<file path="src/rtl/irq_controller.sv">
// irq_controller: latches io interrupt events into a pending register, masks them, and presents
// one request at a time (lowest id first) to the CPU. Optional macro IRQ_OVF_DETECT_EN adds sticky ovf.
module irq_controller #(
  parameter logic [31:0] BASE_ADDR = 32'h0000_2000
) (
  input  logic        clk,
  input  logic        reset_n,
  input  logic        irq_in,
  input  logic [4:0]  irq_id,
  input  logic        wEn,
  input  logic [31:0] addr,
  input  logic [31:0] dataIn,
  output logic [31:0] dataOut,
  output logic        cpu_irq,
  output logic [4:0]  cpu_irq_id,
  input  logic        cpu_ack,
  input  logic        cpu_done
);

  // state      | meaning
  // IDLE       | waiting for an eligible pending source
  // REQUEST    | cpu_irq high with cur_id, waiting for cpu_ack
  // IN_SERVICE | handler running, no new request until cpu_done
  typedef enum logic [1:0] {
    IDLE       = 2'd0,
    REQUEST    = 2'd1,
    IN_SERVICE = 2'd2
  } state_t;

  state_t      state, state_nxt;
  logic [31:0] pending, pending_nxt, mask, eligible;
  logic [4:0]  cur_id, winner;
  logic        irq_q;
  logic        ovf;
  logic        sel, wr_pend, wr_mask, set_ev;
  logic [1:0]  idx;
  logic        unused_addr_bits;

  assign sel              = addr[31:4] == BASE_ADDR[31:4];
  assign idx              = addr[3:2];
  assign wr_pend          = wEn && sel && (idx == 2'd0);
  assign wr_mask          = wEn && sel && (idx == 2'd1);
  assign set_ev           = irq_in && (irq_id != 5'd0);
  assign eligible         = pending & mask;
  assign unused_addr_bits = ^addr[1:0];

  always_comb begin
    winner = 5'd0;
    for (int i = 31; i >= 1; i--) begin
      if (eligible[i]) winner = 5'(i);
    end
  end

  // set beats both clear sources, so a same-cycle event on the acked id stays pending
  always_comb begin
    pending_nxt = pending;
    if (wr_pend) pending_nxt = pending_nxt & ~dataIn;
    if (state == REQUEST && cpu_ack) pending_nxt[cur_id] = 1'b0;
    if (set_ev) pending_nxt[irq_id] = 1'b1;
    pending_nxt[0] = 1'b0;
  end

  always_ff @(posedge clk) begin
    if (!reset_n) begin
      pending <= '0;
      mask    <= '0;
      cur_id  <= 5'd0;
    end else begin
      pending <= pending_nxt;
      if (wr_mask) mask <= dataIn;
      if (state == IDLE && eligible != '0) cur_id <= winner;
    end
  end

  always_ff @(posedge clk) begin
    if (!reset_n) begin
      state <= IDLE;
      irq_q <= 1'b0;
    end else begin
      state <= state_nxt;
      irq_q <= (state_nxt == REQUEST);
    end
  end

  always_comb begin
    state_nxt = state;
    case (state)
      IDLE:       if (eligible != '0) state_nxt = REQUEST;
      REQUEST:    if (cpu_ack)        state_nxt = IN_SERVICE;
      IN_SERVICE: if (cpu_done)       state_nxt = IDLE;
      default:                        state_nxt = IDLE;
    endcase
  end

  always_comb begin
    cpu_irq    = irq_q;
    cpu_irq_id = cur_id;
  end

`ifdef IRQ_OVF_DETECT_EN
  logic wr_stat;
  assign wr_stat = wEn && sel && (idx == 2'd3);

  always_ff @(posedge clk) begin
    if (!reset_n)                          ovf <= 1'b0;
    else if (set_ev && pending[irq_id])    ovf <= 1'b1;
    else if (wr_stat && dataIn[2])         ovf <= 1'b0;
  end
`else
  assign ovf = 1'b0;
`endif

  always_comb begin
    dataOut = '0;
    if (sel) begin
      case (idx)
        2'd0: dataOut = pending;
        2'd1: dataOut = mask;
        2'd2: dataOut = {27'b0, cur_id};
        2'd3: dataOut = {29'b0, ovf, state};
        default: dataOut = '0;
      endcase
    end
  end

endmodule

</file>
<file path="config.mk">
export PLATFORM = sky130hd
export DESIGN_NAME = irq_controller
export DESIGN_NICKNAME = d
export VERILOG_FILES = /design/src/rtl/irq_controller.sv
export SDC_FILE = /design/constraint.sdc
export NUM_CORES = 1
export LEC_CHECK = 0
export ABC_AREA = 1
export BUFFER_PORTS_ARGS = -buffer_cell sky130_fd_sc_hd__buf_2
export CAP_MARGIN = 10
export CORE_MARGIN = 4
export CORE_UTILIZATION = 45
export CTS_CLUSTER_SIZE = 8
export DETAILED_ROUTE_END_ITERATION = 10
export HOLD_SLACK_MARGIN = 0.12
export PLACE_DENSITY = 0.77
export SLEW_MARGIN = 20
export SYNTH_ARGS = -nofsm -noshare
export SYNTH_HDL_FRONTEND = slang
export SYNTH_SLANG_ARGS = --single-unit
</file>
<file path="constraint.sdc">
create_clock -name clk -period 1.93 [get_ports clk]
set_input_delay 0.193 -clock clk [delete_from_list [all_inputs] [get_ports clk]]
set_output_delay 0.193 -clock clk [all_outputs]
set_load 0.01 [all_outputs]
</file>
After elaboration in Yosys (flattened, before gate mapping). Index checks and enable logic that the tools add are counted.

$lt $le $gt $ge: 4. Equal/unequal tests: 7. Muxes and demuxes: 44. Bitwise gates (word level): 6. Reduce and logical (&&, ||, !) cells: 12.

Operators by type and width (number): $mux W5 (31); $mux W32 (4); $pmux W32 S4 (1); $and A32 B32 Y32 (3); $not A32 Y32 (2); $or A32 B32 Y32 (1); $reduce_bool A32 Y1 (1); $eq A28 B10 Y1 const B (1); $lt A5 B6 Y1 const B (2); $demux W1 S5 (2); $ge A5 B1 Y1 const B (2); $logic_and A1 B1 Y1 (8); $eq A2 B1 Y1 const B (3); $eq A2 B2 Y1 const B (3); $mux W2 (3); $pmux W2 S3 (1); $reduce_bool A5 Y1 (1); $logic_not A2 Y1 (2); $mux W1 (2).

Flip-flop bits (word level): 72. Input bits: 75.

Longest topological paths before layout.
Depth in word-level cells: 32. Depth in mapped cells: 32. Gate-level depth less buffers: 32.

Worst setup path before layout. No wires, ideal clock.

Kind: reg-to-reg. From: register pending[31]. To: register cur_id[0] (netlist: cpu_irq_id[0]). Library setup time: 0.066 ns. Data arrival time: 1.738 ns. Data required time: 1.864 ns. Path slack: 0.126 ns. Stages on the path, launching flop included: 33. Clock period less this slack: 1.804 ns. Path through: dfxtp_1 nand2_1 inv_1 nand2_1 nand2_1 nand2_1 nand2_1 nand2_1 nand2_1 nand2_1 nand2_1 nand2_1 nand2_1 nand2_1 nand2_1 nand2_1 nand2_1 nand2_1 nand2_1 nand2_1 nand2_1 nand2_1 nand2_1 nand2_1 nand2_1 nand2_1 nand2_1 nand2_1 nand2_1 nand2_1 nand2_1 nand2_1 a21oi_2.

Word-level cells in the longest chain between the ends: 32. Elaborated cells on any way between the ends: 34. Classes of those cells: mux: 31; bitwise: 1; reduce/logical: 2.

RTL lines: start, declared (line 31) `logic [31:0] pending, pending_nxt, mask, eligible;`; start signal, assigned (line 69) `pending <= pending_nxt;`; $and A32 B32 Y32 (*) (line 44) `assign eligible = pending & mask;`; $mux W5 (31 in series) (line 50) `if (eligible[i]) winner = 5'(i);`; end signal, assigned (line 71) `if (state == IDLE && eligible != '0) cur_id <= winner;`; end, declared (line 32) `logic [4:0] cur_id, winner;`.

Every way passes the cells marked *; elsewhere a longest branch is shown, timed or not. A chain may end at the register's enable or synchronous reset.

Final worst setup path.
From: register mask[29]. To: register cur_id[0] (netlist: cpu_irq_id[0]).

Word-level cells in the longest chain between the ends: 30. Elaborated cells on any way between the ends: 32. Classes of those cells: mux: 29; bitwise: 1; reduce/logical: 2.

RTL lines: start, declared (line 31); start signal, assigned (line 70) `if (wr_mask) mask <= dataIn;`; $and A32 B32 Y32 (*) (line 44); $mux W5 (29 in series) (line 50).

Marks and branches as above.

==> results by stage <==
Timing:
- The final number of hold-violating endpoints came to 0.
- The max-slew violation total from the final report was 0.
- The post-route setup TNS is -0.0893 ns.
- Setup repair after global routing could not meet its margin everywhere.
- The maximum frequency from static timing analysis is about 500 MHz.
- Across the routed clock network, the largest skew measured is 0.00701 ns.
- Across all setup checks in the final design, the least slack found is -0.0511 ns.
- The clock period minus worst slack is 1.98 ns.
- The tightest slew margin relative to the limit is 0.639.
- Setup violations remaining at the end of the flow were counted as 4.
- For the pin with the worst max-slew slack, the measured transition is between 0.5 and 0.6 ns.
- Dividing the final minimum period by the clock period gives 1.03.

Outcome:
- The final reports fail on negative setup slack.
- The run finished, with violations left.

Floorplan:
- Row generation in the floorplan step produced 33 rows.
- The core outline area is ~8300 µm².
- The initial utilization of the core area, before any placement, comes to 0.463.
- The floorplan step set the die width to roughly 100 µm.
- Pin placement for this block handled between 100 and 150 I/O pins.
- The die footprint is 10,000 µm².
- Measured along the y axis, the die boundary spans between 100 and 150 µm.

Setup path:
- STA puts the critical path data arrival time at approximately 2.3 ns.
- The peak fanout along the critical path is 3.
- For this design, the slowest cell found on the critical path is dfxtp_1.
- On the worst path, the slowest cell contributes a delay of 0.40 ns.
- The category of the critical setup timing path is reg -> reg.
- For the worst setup path, the data required time is between 2 and 2.5 ns.
- The cell occurring most often along the worst timing path is nand2_1.
- The nature of the critical path startpoint is a register.
- The worst setup path is captured at a register.

Power:
- Power spread over the standard cell area amounts to between 500 and 600 nW/µm².
- In this run the static leakage power is ~2.4 nW.
- The peak ir drop on the vdd network is 0.357 mV.

Clocking:
- TritonCTS built the clock tree.
- The buffer levels on the longest clock path is 2.
- The total number of H-tree levels is 3.
- In this run, CTS created clock tree buffers numbering 9.
- The cell chosen for the clock root is clkbuf_8.
- The number of sinks driven by the clock tree is 71.
- Clock-pin slew was measured on the worst setup and hold paths at 0.08 ns.
- The clock network latency to the later pin of the worst-skew pair is around 0.34 ns.

Final layout:
- The post-route standard cell area excluding fillers is 5220 µm².
- In the final layout, the share of cells above drive strength 1 is 0.251.
- The number of nets in the finished design is roughly 800.
- The finished layout holds approximately 840 standard cells, fillers aside.
- The area added between synthesis and finish is 36.6%.
- 0 antenna diodes ended up in the layout.
- The final-layout fill cell count is between 700 and 800.

Detailed routing:
- The number of search-and-repair iterations in the first detailed-routing pass is 5.
- The initial DRC count is 422.
- The post-route antenna net violation count is 0.
- Dividing the detail-routed via count by the number of cells gives 5.52.
- The total number of vias is 4,646.
- The sum of routed wire length over all layers is around 13,000 µm.
- Dividing the detail-routed wire length by the instance count gives 15.3 µm.
- The remaining routing DRC violations is 0.

Logic synthesis:
- The flip-flop and latch count after synthesis is between 70 and 80.
- The async set or reset register ratio after synthesis is 0.
- In this run, synthesis inferred 0 flip-flops with an integrated enable.
- Dividing the synthesized area by the synthesized cell count gives roughly 6.5 µm².
- The sequential-to-total area share from yosys stat is 0.372.
- The synthesized netlist occupies a cell area of between 3000 and 4000 µm².
- For this run, the number of Yosys warnings is 0.
- The total nets after synthesis is between 600 and 700.
- The synthesized netlist cell count is around 600.
- The distinct cell type count of the synthesized netlist is 25.
- Among all flip-flop cells after synthesis, the most frequent one is dfxtp_1.

Job:
- The tool flagged a number of max-cap violations equal to 0.

Global routing:
- For this run, global-route usage on met2 was measured as 0.432.
- Entering global routing, the biggest net connects 39 pins.
- The global-route total usage across every layer is 0.254.
- The global routing met3 resource utilization is 0.0563.
- The first global-routing pass estimated approximately 21,000 µm of wire.
- The global-route met1 utilization is 0.317.
- Global routing finished with a remaining overflow of 0.
- The most crowded layer after global routing is met2.
- The number of antenna violations at the first check in global routing was 0.
- The number of global-route vias before repair was between 4,000 and 5,000.

Place:
- The detailed placement HPWL is roughly 9000 µm.
- The placed standard-cell area is around 4600 µm².
- After detailed placement, the design holds a cell count of between 800 and 900.
- Routability-driven placement finished with a final weighted congestion of 0.873.
- The number of buffers added on ports is between 100 and 150.

Hold path:
- The type of the worst min-delay path is in -> reg.
[state kept, by name (all words and copies together) (netlist names)]
signal / flops
cpu_irq: 1
mask: 32
state: 2
pending: 31
cpu_irq_id: 5
[layout by cell type (no fill, tap or decap), types with 8 or more instances in the layout]
master         synthesis  layout
nor3_1                23      23
buf_2                  2     107
nand2_1              181     177
inv_1                 65      63
o221ai_1              31      31
o21ai_1               10      11
nor2_1                26      24
dlygate4sd3_1          0      21
nand3_1               10      10
dfxtp_1               71      65
a21oi_2                1       8
a21oi_1               95      88
clkbuf_8               0      11
o21ai_0               23      22
buf_4                  0      22
[cell type report]
type	count	area [µm²]	area share
Tap cell	105	131	0.0251
Timing Repair Buffer	158	1040	0.198
Sequential cell	71	1430	0.274
Clock buffer	13	159	0.0304
Clock inverter	3	65.1	0.0125
Multi-Input combinational cell	425	2150	0.412
Inverter	66	251	0.0481
[path summary, 6_finish.rpt]
path	to	start	slack [ns]	cells past startpoint
setup / recovery	cpu_irq_id[0]	mask[29]	-0.05	30
hold / removal	mask[13]	dataIn[13]	0.12	3
setup reg to reg	cpu_irq_id[0]	mask[29]	-0.05	30
hold reg to reg	pending[23]	pending[23]	0.50	2
[worst max-delay path, delay by kind of cell (launching register included)]
family	cells	cell delay, ns
AOI/OAI and AO/OA	1	0.10
and+or+nand+nor	29	1.42
DFF	1	0.40
[kinds of logic (layout without fill, tap and decap cells)]
group,count (synthesis),after routing,share of synthesized area
AND/OR/NAND/NOR,254,254,0.276
AO/OA/AOI/OAI,171,171,0.262
buffers and inverters,91,240,0.0900
flip-flops,71,71,0.372
[routing by layer]
layer	vias to the layer above	routed length [µm]
met5	-	0
met4	0	269
met3	27	1310
met2	242	6190
met1	2108	5100
li1	2269	-
[per-stage QoR]
step	worst slack (ns)	hold slack [ns]	utilization	total power, mW
detailed placement	-0.0750	0.460	0.562	1.73
floorplan	0.126	0.331	-	1.60
finish	-0.0511	0.119	0.633	3.09
global placement	-0.0469	0.452	0.562	1.73
global route	-0.369	0.135	0.633	3.20
CTS	-0.0542	0.120	0.618	3.09
[synthesized netlist by cell type (all sizes together), types with 3 or more instances]
cell,count,area [µm²]
nor4,8,50.1
o221ai,31,272
clkbuf,22,82.6
a21oi,96,484
nand3,10,50.1
dfxtp,71,1420
inv,65,244
buf,3,13.8
nor3,23,115
o21ai,33,165
nand2,186,736
nor2,26,97.6
a31oi,4,25.0
[timing repair]
item | CTS | global route
pin swaps | 0 | 0
endpoints found under the hold margin | 21 | 0
resized for setup | 6 | 26
setup buffers | 1 | 2
hold buffers | 21 | 0
endpoints found under the setup margin | 17 | 49
[power breakdown]
group          internal (mW)  switching, mW  leakage (nW)
clock                  0.798          0.547         0.114
combinational          0.122          0.147          1.66
sequential              1.47        0.00677         0.575
total                   2.39          0.701          2.35
Note: power is estimated with default switching activity, not from simulation.
